[config.mk]
export PLATFORM = sky130hd
export DESIGN_NAME = key_op_arbiter_flat
export DESIGN_NICKNAME = d
export VERILOG_FILES = /design/src/rtl/key_op_arbiter_if.sv /design/src/rtl/key_op_arbiter.sv /design/src/flat_wrapper.sv
export SDC_FILE = /design/constraint.sdc
export NUM_CORES = 1
export LEC_CHECK = 0
export ABC_AREA = 1
export CAP_MARGIN = 30
export CORE_ASPECT_RATIO = 0.9
export CORE_UTILIZATION = 35
export CTS_BUF_LIST = sky130_fd_sc_hd__clkbuf_16
export DETAILED_ROUTE_END_ITERATION = 10
export PLACE_DENSITY = 0.65
export SLEW_MARGIN = 20
export SYNTH_ARGS = -nofsm -noshare
export SYNTH_HDL_FRONTEND = slang
export SYNTH_SLANG_ARGS = --single-unit
[constraint.sdc]
create_clock -name clk_i -period 1.9 [get_ports clk_i]
set_input_delay 0.38 -clock clk_i [delete_from_list [all_inputs] [get_ports clk_i]]
set_output_delay 0.38 -clock clk_i [all_outputs]
set_load 0.02 [all_outputs]
[src/rtl/key_op_arbiter_if.sv]
// Handshake bundle between the key-op requesters, the arbiter and the keyboard deserializer.
// The slave modport is the arbiter's view; master is the surrounding system's view.
interface key_op_arbiter_if;
  logic        a_valid;
  logic [11:0] a_op;
  logic        a_ready;
  logic        b_valid;
  logic [11:0] b_op;
  logic        b_ready;
  logic        clr_req;
  logic        clr_busy;
  logic        key_stb;
  logic [11:0] key_op;
  logic        key_busy;
  logic        err;

  modport slave (
    input  a_valid, a_op, b_valid, b_op, clr_req, key_busy,
    output a_ready, b_ready, clr_busy, key_stb, key_op, err
  );

  modport master (
    output a_valid, a_op, b_valid, b_op, clr_req, key_busy,
    input  a_ready, b_ready, clr_busy, key_stb, key_op, err
  );
endinterface

[src/rtl/key_op_arbiter.sv]
// Round-robin arbiter and release-all sequencer in front of the keyboard deserializer.
// Optional handshake watchdog and sticky ERR flag are enabled by defining KEY_ARB_TIMEOUT_EN.
module key_op_arbiter #(
  parameter int unsigned TIMEOUT = 64
) (
  input  logic            clk_i,
  input  logic            rst_ni,
  key_op_arbiter_if.slave bus_io
);
  typedef enum logic [1:0] {IDLE, STROBE, WAIT_DONE, RELEASE} state_e;

  state_e      state_q, state_d;
  logic [11:0] op_q, op_d;
  logic        clr_pend_q, clr_pend_d;
  logic [3:0]  step_q, step_d;
  logic        pref_b_q, pref_b_d;
  logic        active_q;
  logic        grant_a, grant_b;
  logic        timeout_hit;

  // active_q keeps READY low while reset is asserted, even though the state reads IDLE.
  always_comb begin
    grant_a = 1'b0;
    grant_b = 1'b0;
    if (active_q && (state_q == IDLE) && !clr_pend_q) begin
      if (bus_io.a_valid && (!bus_io.b_valid || !pref_b_q)) begin
        grant_a = 1'b1;
      end else if (bus_io.b_valid) begin
        grant_b = 1'b1;
      end
    end
  end

  assign bus_io.a_ready  = grant_a;
  assign bus_io.b_ready  = grant_b;
  assign bus_io.clr_busy = clr_pend_q;
  assign bus_io.key_stb  = (state_q == STROBE) || (state_q == WAIT_DONE);
  assign bus_io.key_op   = op_q;

  always_comb begin
    state_d    = state_q;
    op_d       = op_q;
    clr_pend_d = clr_pend_q;
    step_d     = step_q;
    pref_b_d   = pref_b_q;
    if (bus_io.clr_req) begin
      clr_pend_d = 1'b1;
    end
    case (state_q)
      IDLE: begin
        // Step counter is bumped at issue, so an aborted clear step still advances.
        if (clr_pend_q) begin
          op_d    = (step_q == 4'd8) ? 12'h8FF : {1'b0, step_q[2:0], 8'hFF};
          step_d  = step_q + 4'd1;
          state_d = STROBE;
        end else if (grant_a) begin
          op_d     = bus_io.a_op;
          pref_b_d = 1'b1;
          state_d  = STROBE;
        end else if (grant_b) begin
          op_d     = bus_io.b_op;
          pref_b_d = 1'b0;
          state_d  = STROBE;
        end
      end
      STROBE: begin
        if (timeout_hit) begin
          state_d = RELEASE;
        end else if (bus_io.key_busy) begin
          state_d = WAIT_DONE;
        end
      end
      WAIT_DONE: begin
        if (timeout_hit || !bus_io.key_busy) begin
          state_d = RELEASE;
        end
      end
      RELEASE: begin
        state_d = IDLE;
        if (clr_pend_q && (step_q == 4'd9)) begin
          clr_pend_d = 1'b0;
          step_d     = 4'd0;
        end
      end
      default: state_d = IDLE;
    endcase
  end

  always_ff @(posedge clk_i or negedge rst_ni) begin
    if (!rst_ni) begin
      state_q    <= IDLE;
      op_q       <= 12'h000;
      clr_pend_q <= 1'b0;
      step_q     <= 4'd0;
      pref_b_q   <= 1'b0;
      active_q   <= 1'b0;
    end else begin
      state_q    <= state_d;
      op_q       <= op_d;
      clr_pend_q <= clr_pend_d;
      step_q     <= step_d;
      pref_b_q   <= pref_b_d;
      active_q   <= 1'b1;
    end
  end

`ifdef KEY_ARB_TIMEOUT_EN
  logic [7:0] cnt_q;
  logic       err_q;
  logic       clr_start;
  logic       in_handshake;

  assign in_handshake = (state_q == STROBE) || (state_q == WAIT_DONE);
  assign timeout_hit  = in_handshake && (({1'b0, cnt_q} + 9'd1) == 9'(TIMEOUT));
  assign clr_start    = (state_q == IDLE) && clr_pend_q && (step_q == 4'd0);

  // Any state change clears the counter, which covers entry into STROBE and WAIT_DONE.
  always_ff @(posedge clk_i or negedge rst_ni) begin
    if (!rst_ni) begin
      cnt_q <= 8'd0;
      err_q <= 1'b0;
    end else begin
      if (state_d != state_q) begin
        cnt_q <= 8'd0;
      end else if (in_handshake) begin
        cnt_q <= cnt_q + 8'd1;
      end
      if (timeout_hit) begin
        err_q <= 1'b1;
      end else if (clr_start) begin
        err_q <= 1'b0;
      end
    end
  end

  assign bus_io.err = err_q;
`else
  assign timeout_hit = 1'b0;
  assign bus_io.err  = 1'b0;
`endif
endmodule
[src/flat_wrapper.sv]
// flat-port wrapper written by rule: the top's interface ports become plain ports
module key_op_arbiter_flat 
#(
  parameter int unsigned TIMEOUT = 64
)
  (clk_i, rst_ni, bus_io_a_valid, bus_io_a_op, bus_io_b_valid, bus_io_b_op, bus_io_clr_req, bus_io_key_busy, bus_io_a_ready, bus_io_b_ready, bus_io_clr_busy, bus_io_key_stb, bus_io_key_op, bus_io_err);
  key_op_arbiter_if bus_io_i ();
  input  logic clk_i;
  input  logic rst_ni;
  input wire logic [$bits(bus_io_i.a_valid)-1:0] bus_io_a_valid;
  input wire logic [$bits(bus_io_i.a_op)-1:0] bus_io_a_op;
  input wire logic [$bits(bus_io_i.b_valid)-1:0] bus_io_b_valid;
  input wire logic [$bits(bus_io_i.b_op)-1:0] bus_io_b_op;
  input wire logic [$bits(bus_io_i.clr_req)-1:0] bus_io_clr_req;
  input wire logic [$bits(bus_io_i.key_busy)-1:0] bus_io_key_busy;
  output wire logic [$bits(bus_io_i.a_ready)-1:0] bus_io_a_ready;
  output wire logic [$bits(bus_io_i.b_ready)-1:0] bus_io_b_ready;
  output wire logic [$bits(bus_io_i.clr_busy)-1:0] bus_io_clr_busy;
  output wire logic [$bits(bus_io_i.key_stb)-1:0] bus_io_key_stb;
  output wire logic [$bits(bus_io_i.key_op)-1:0] bus_io_key_op;
  output wire logic [$bits(bus_io_i.err)-1:0] bus_io_err;
  assign bus_io_i.a_valid = bus_io_a_valid;
  assign bus_io_i.a_op = bus_io_a_op;
  assign bus_io_i.b_valid = bus_io_b_valid;
  assign bus_io_i.b_op = bus_io_b_op;
  assign bus_io_i.clr_req = bus_io_clr_req;
  assign bus_io_i.key_busy = bus_io_key_busy;
  assign bus_io_a_ready = bus_io_i.a_ready;
  assign bus_io_b_ready = bus_io_i.b_ready;
  assign bus_io_clr_busy = bus_io_i.clr_busy;
  assign bus_io_key_stb = bus_io_i.key_stb;
  assign bus_io_key_op = bus_io_i.key_op;
  assign bus_io_err = bus_io_i.err;
  key_op_arbiter #(.TIMEOUT(TIMEOUT)) u_core (.clk_i(clk_i), .rst_ni(rst_ni), .bus_io(bus_io_i));
endmodule
==> results.md, run 1 <==
* Outcome: completed
* CORE AREA at 0.00345 sq mm
* Share of layout cells above drive strength 1 at 12.8%
* H-tree lvl count at 1
* Dpl hpwl at 2450 microns
* Yosys warns at 0
* Port buffer count at 45
* Via count at 1291
* Leakage at 0.976 nW
* Remaining DRCs at 0
* Routed WL at 3250 microns
* CP bufs+invs at 2
* CTS sink count at 21
* Tot GR Track Use at 17.8%
* Fin nets at 272
* Root Buffer: clkbuf_16
* Slowest CP cell: clkdlybuf4s50_1
* Finish-stage setup viols at 0
* Vias in the first global route at 1184
* Highest Clock Rate at 548 MHz
* Hold_buf cts at 0
* CP Launch Type: flop
* CTS Buffer Depth at 2
* Sequential area share after synthesis at 40.6%
* Netlist cell types at 24
* CTS tree: done
* Post-Place Worst Slack at -268 ps
* Grt total ovfl at 0
* Clock-pin slew on the worst setup and hold paths at 60 ps
* Number of inserted diodes at 0
* Top-Level Pins at 47
* Final clock skew at 3.57 ps
* First-pass GRT wire length at 5240 microns
* Worst hold path type: in -> async
* Final Hold Vio Count at 0
* Syn avg cell area at 7.27 sq um
* Clock Latency Late Sink at 250 ps
* Fin. max-slew vios at 0
* Tot Pwr at 2.64 mW
* Area grow syn2layout at 49.7%
* Synth area leaders: dfrtp_1 41%, nand2_1 19%, nand3_1 12%
* Antenna Nets Post-Route at 0
* Netlist Area Pre-Place at 0.00129 sq mm
* Most frequent cells after synthesis: 64 x nand2_1, 32 x nand3_1, 21 x dfrtp_1, 20 x inv_1, 7 x ha_1
* Post-synth top flop: dfrtp_1
* Initial antenna violation count at 0
* Power Density at 1360 mW/mm^2
* Top cell type's share of synthesized area at 40.6%
* Mapped Cells at 178
* Most common cell in the netlist: nand2_1
* Max Cap Viol at 0
* Initial drt markers at 47
* Max incr delay on CP at 610 ps
* EDFF count, synth at 0
* DIE WIDTH at 66.1 microns
* DIE HEIGHT at 59.7 microns
* Leading area contributor after synthesis: dfrtp_1
* TritonCTS Buffers at 3
* GPL Wtd Cong at 0.847
* Vias per cell at 4.64
* Register bit total from synthesis at 21
* Net Count, Synth at 215
* Asr flop ratio synth at 100%
* Die area at 0.00394 sq mm
* Critical path type: reg -> out
* Crit path DAT at 1440 ps
* CP delay by family, top: buffers and inverters
* Worst Setup End Kind: output port
* WL/cell at 11.7 microns
* Crit-path cells: buf_4 > clkdlybuf4s50_1
* Drt pass-1 iters at 4
* Pin count of the biggest net entering global routing at 22
* Fin crit share at 96.0%
* Standard-cell rows at 20
* Initial Utilization at 37.5%
* Worst path required time at 1520 ps
* Tmin final at 1820 ps
* Max Fanout on Critical Path at 9
* Worst setup slack after layout at 76.3 ps
* Peak supply drop at 0.746 mV
[final timing paths]
kind                       cells past startpoint                              endpoint  slack, ps                           startpoint
setup / recovery                               2                       bus_io_clr_busy         80     u_core.bus_io.clr_busy$_DFF_PN0_
hold reg to reg                                2   u_core.bus_io.key_op[1]$_DFFE_PN0P_        480  u_core.bus_io.key_op[1]$_DFFE_PN0P_
max in group asynchronous                      2   u_core.bus_io.key_op[9]$_DFFE_PN0P_       1200                               rst_ni
min in group clk_i                             2   u_core.bus_io.key_op[1]$_DFFE_PN0P_        480  u_core.bus_io.key_op[1]$_DFFE_PN0P_
setup reg to reg                              11  u_core.bus_io.key_op[11]$_DFFE_PN0P_        270        u_core.state_q[0]$_DFFE_PN0P_
hold / removal                                 2         u_core.state_q[0]$_DFFE_PN0P_        480                               rst_ni
[repair_timing]
item	4_1_cts	5_1_grt
pin swaps	0	1
endpoints found under the setup margin	3	2
resized for setup	8	4
setup buffers	0	1
gates cloned	0	0
[through the flow]
stage	hold slack, ps	setup TNS (ps)	utilization [%]	instance area, sq um	instances
global placement	464	-397	53.8	1860	273
global route	498	-6.63	56.1	1940	278
CTS	484	0	55.9	1930	277
floorplan	84.4	0	-	1290	178
detailed placement	469	-421	53.8	1860	273
finish	476	0	56.1	1940	278
[sequential cells by signal, summed over array words and instances (netlist names)]
name,flops
u_core.bus_io.clr_busy,1
u_core.pref_b_q,1
u_core.step_q,4
u_core.bus_io.key_op,12
u_core.state_q,2
u_core.active_q,1
[report_power, final]
part / internal (mW) / switching (mW) / total [mW]
logic: 0.650 / 0.782 / 1.43
registers: 0.646 / 0.123 / 0.770
clock network: 0.280 / 0.154 / 0.434
total: 1.58 / 1.06 / 2.64
[cell usage in the layout (no fill, tap or decap)]
master	n
dfrtp_1	21
nand3_2	1
clkbuf_16	3
a21oi_2	1
ha_2	1
nand2_1	64
nand3_1	32
or2_2	1
clkdlybuf4s50_1	42
o21ai_0	5
a21boi_2	1
buf_4	16
dlygate4sd2_1	1
conb_1	2
nand4_1	2
xor2_1	1
mux2i_1	1
ha_1	6
o22ai_1	1
a21oi_1	1
nor2_1	5
buf_2	1
nand2_2	2
nor2_4	1
inv_1	20
inv_2	2
[layer usage]
| layer | vias to the layer above | part of all wire (%) | GRT usage (%) |
|---|---|---|---|
| met4 | 0 | 0.83 | 3.65 |
| met2 | 31 | 47 | 30.2 |
| met1 | 589 | 47 | 22.6 |
| met3 | 2 | 5.0 | 5.15 |
| li1 | 669 | - | - |
| met5 | - | 0 | 0 |
[worst reg2reg max path: cells and delay by family, from the launching register on]
kind,cells,cell delay (ps)
simple gates,7,510
buf+inv,3,430
flops,1,370
fa+ha+maj,1,180
[layout make-up]
class / count / area, sq um
Inverter: 21 / 78.8
Fill cell: 355 / 1520
Sequential cell: 21 / 526
Clock inverter: 1 / 3.75
Timing Repair Buffer: 60 / 554
Tap cell: 44 / 55.1
Multi-Input combinational cell: 128 / 644
Clock buffer: 3 / 75.1
[logic make-up (layout without fill, tap and decap cells)]
logic type	Yosys count	in the layout	synth area share [%]
buf+inv	29	85	9.77
compound gates	9	9	4.35
simple gates	108	108	36.5
fa+ha+maj	7	7	6.77
flops	21	21	40.6
xor+xnor	1	1	0.677
other cells	2	2	0.580
mux	1	1	0.774
No activity file was read; power rests on OpenSTA's default activity.
==> run 2: changes to the inputs <==
--- a/config.mk
+++ b/config.mk
@@ -8,6 +8,7 @@
 export ABC_AREA = 1
 export CAP_MARGIN = 30
 export CORE_ASPECT_RATIO = 0.9
+export CORE_MARGIN = 8
 export CORE_UTILIZATION = 35
 export CTS_BUF_LIST = sky130_fd_sc_hd__clkbuf_16
 export DETAILED_ROUTE_END_ITERATION = 10
==> constraint.sdc (replaced) <==
create_clock -name clk_i -period 2.14 [get_ports clk_i]
set_input_delay 0.428 -clock clk_i [delete_from_list [all_inputs] [get_ports clk_i]]
set_output_delay 0.428 -clock clk_i [all_outputs]
set_load 0.02 [all_outputs]
==> run 2 against run 1 <==
Net effect: flip-flop and latch count is the same; clock skew is 2.4 ps lower; design area fell by 1.4%; critical path depth up 1; global-route usage fell by 5.4 points; total power down 12%; hold slack got worse by 1.5 ps; core utilization down 3.4 points; largest power group unchanged; die area rose by 50%; routed wire length is 10% higher; sequential share of layout area up 0.39 points.
==> results.md, run 2 (same netlist as run 1, synthesis figures left out) <==
* Standard-cell rows at 21
* Peak supply drop at 0.761 mV
* Post-Place Worst Slack at -137 ps
* Reg2Reg Setup Slack at 450 ps
* Top-Level Pins at 47
* TritonCTS Buffers at 3
* Highest Clock Rate at 496 MHz
* CTS sink count at 21
* Largest register FFs at 12
* Finish-stage setup viols at 0
* Via count at 1232
* Leakage at 0.958 nW
* Antenna Nets Post-Route at 0
* Global routing usage on met2 at 19.9%
* Vias per cell at 4.46
* Number of inserted diodes at 0
* P_sw at 947 uW
* Final Hold Vio Count at 0
* Tmin final at 2020 ps
* FILL cells at 382
* Busiest grt layer: met2
* Fin crit share at 94.2%
* Worst hold start: u_core.bus_io.key_op[3]$_DFFE_PN0P_
* Critical Path Start: u_core.state_q[1]$_DFFE_PN0P_
* Fin. max-slew vios at 0
* GR Util met1 at 16.0%
* Port buffer count at 45
* Die area at 0.00590 sq mm
* Routed WL at 3580 microns
* WL/cell at 13.0 microns
* Pint at 1.38 mW
* Clock-pin slew on the worst setup and hold paths at 60 ps
* Share of layout cells above drive strength 1 at 10.0%
* Remaining DRCs at 0
* Combinational share of power at 53.8%
* Dpl hpwl at 2770 microns
* Worst setup slack after layout at 124 ps
* Power Density at 1220 mW/mm^2
* Tot GR Track Use at 12.4%
* Worst Setup End Kind: output port
* Final instance area at 0.00191 sq mm
* Most common cell after layout, fill and taps aside: nand2_1
* Max Fanout on Critical Path at 3
* Worst path required time at 1710 ps
* Worst hold path type: reg -> reg
* Placed cell area at 0.00184 sq mm
* Initial drt markers at 66
* Final clock skew at 1.16 ps
* Outcome: completed
* DIE WIDTH at 80.1 microns
* Reg-to-reg startpoint: u_core.state_q[0]$_DFFE_PN0P_
* Tot Pwr at 2.33 mW
* Switching share of power at 40.7%
* RSZ-0062 raised after global routing: false
* GPL Wtd Cong at 0.822
* CTS Buffer Depth at 2
* First-pass GRT wire length at 5800 microns
* Max Cap Viol at 0
* H-tree lvl count at 1
* Sequential power share at 29.3%
* Vias in the first global route at 1210
* Final Core Density at 52.7%
* CORE AREA at 0.00363 sq mm
* Pin count of the biggest net entering global routing at 22
* Hold_buf cts at 0
* Hold_ws at 474 ps
* CP Launch Type: flop
* Met3 usage in global routing at 3.18%
* Number of setup buffers added after CTS at 0
* Root Buffer: clkbuf_16
* Commonest cells after routing, fill and taps aside: 64 x nand2_1, 43 x clkdlybuf4s50_1, 32 x nand3_1, 21 x inv_1, 21 x dfrtp_1
* Clock Latency Late Sink at 250 ps
* Fin nets at 268
* Initial Utilization at 35.7%
* Initial antenna violation count at 0
* Area grow syn2layout at 47.6%
* Clk pwr share at 16.9%
* Grt total ovfl at 0
* Critical path type: reg -> out
* DIE HEIGHT at 73.7 microns
* CTS tree: done
* Drt pass-1 iters at 4
* Crit path DAT at 1590 ps
run 2: cell types whose count changed in the layout (fill, tap and decap cells not counted):
cell             delta
clkdlybuf4s50_1     +1
ha_2                -1
clkbuf_2            +1
buf_2               -1
inv_2               -1
ha_1                +1
inv_1               +1
buf_4               -5
run 2: area by class of cell:
type | count | area, sq um | area share [%]
timing repair buffer | 56 | 527 | 27.6
clock inverter | 1 | 3.75 | 0.197
clock buffer | 3 | 75.1 | 3.93
sequential | 21 | 526 | 27.5
inverter | 21 | 78.8 | 4.13
multi-input combinational | 128 | 642 | 33.6
tap | 46 | 57.6 | 3.01
run 2: power groups by stage:
stage	Combinational [mW]	Clock [mW]	Sequential, mW
after global placement	1.26	0	0.682
after CTS	1.28	0.403	0.682
after floorplan	0.635	0	0.815
after global routing	1.42	0.413	0.700
after detailed placement	1.27	0	0.689
final	1.25	0.393	0.681
run 2: per-stage QoR:
stage                     setup TNS, ps  std cells
after floorplan                       0        178
after global placement             -117        272
after detailed placement           -170        272
after CTS                             0        276
after global routing                  0        276
final                                 0        276
run 2: critical path: stages (launching register included):
cell	delay (ps)
dfrtp_1	350
inv_1	60
ha_1	310
clkdlybuf4s50_1	610
run 2: path summary, 6_finish.rpt:
kind	end	cells after the start
min reg2reg	u_core.bus_io.key_op[3]$_DFFE_PN0P_	2
max reg2reg	u_core.bus_io.key_op[7]$_DFFE_PN0P_	11
max in group asynchronous	u_core.step_q[1]$_DFFE_PN0P_	2
max	bus_io_key_stb	3
min	u_core.bus_io.key_op[3]$_DFFE_PN0P_	2
min in group asynchronous	u_core.bus_io.key_op[0]$_DFFE_PN0P_	2
run 2: metal layers:
metal,vias up,wire length (microns)
li1,659,-
met1,543,1610
met2,26,1740
met3,4,168
met4,0,53
met5,-,0
run 2: what timing repair did:
action | CTS | global route
resized for setup | 2 | 2
gates cloned | 0 | 0
hold endpoints to repair | 0 | 0
setup endpoints to repair | 2 | 1
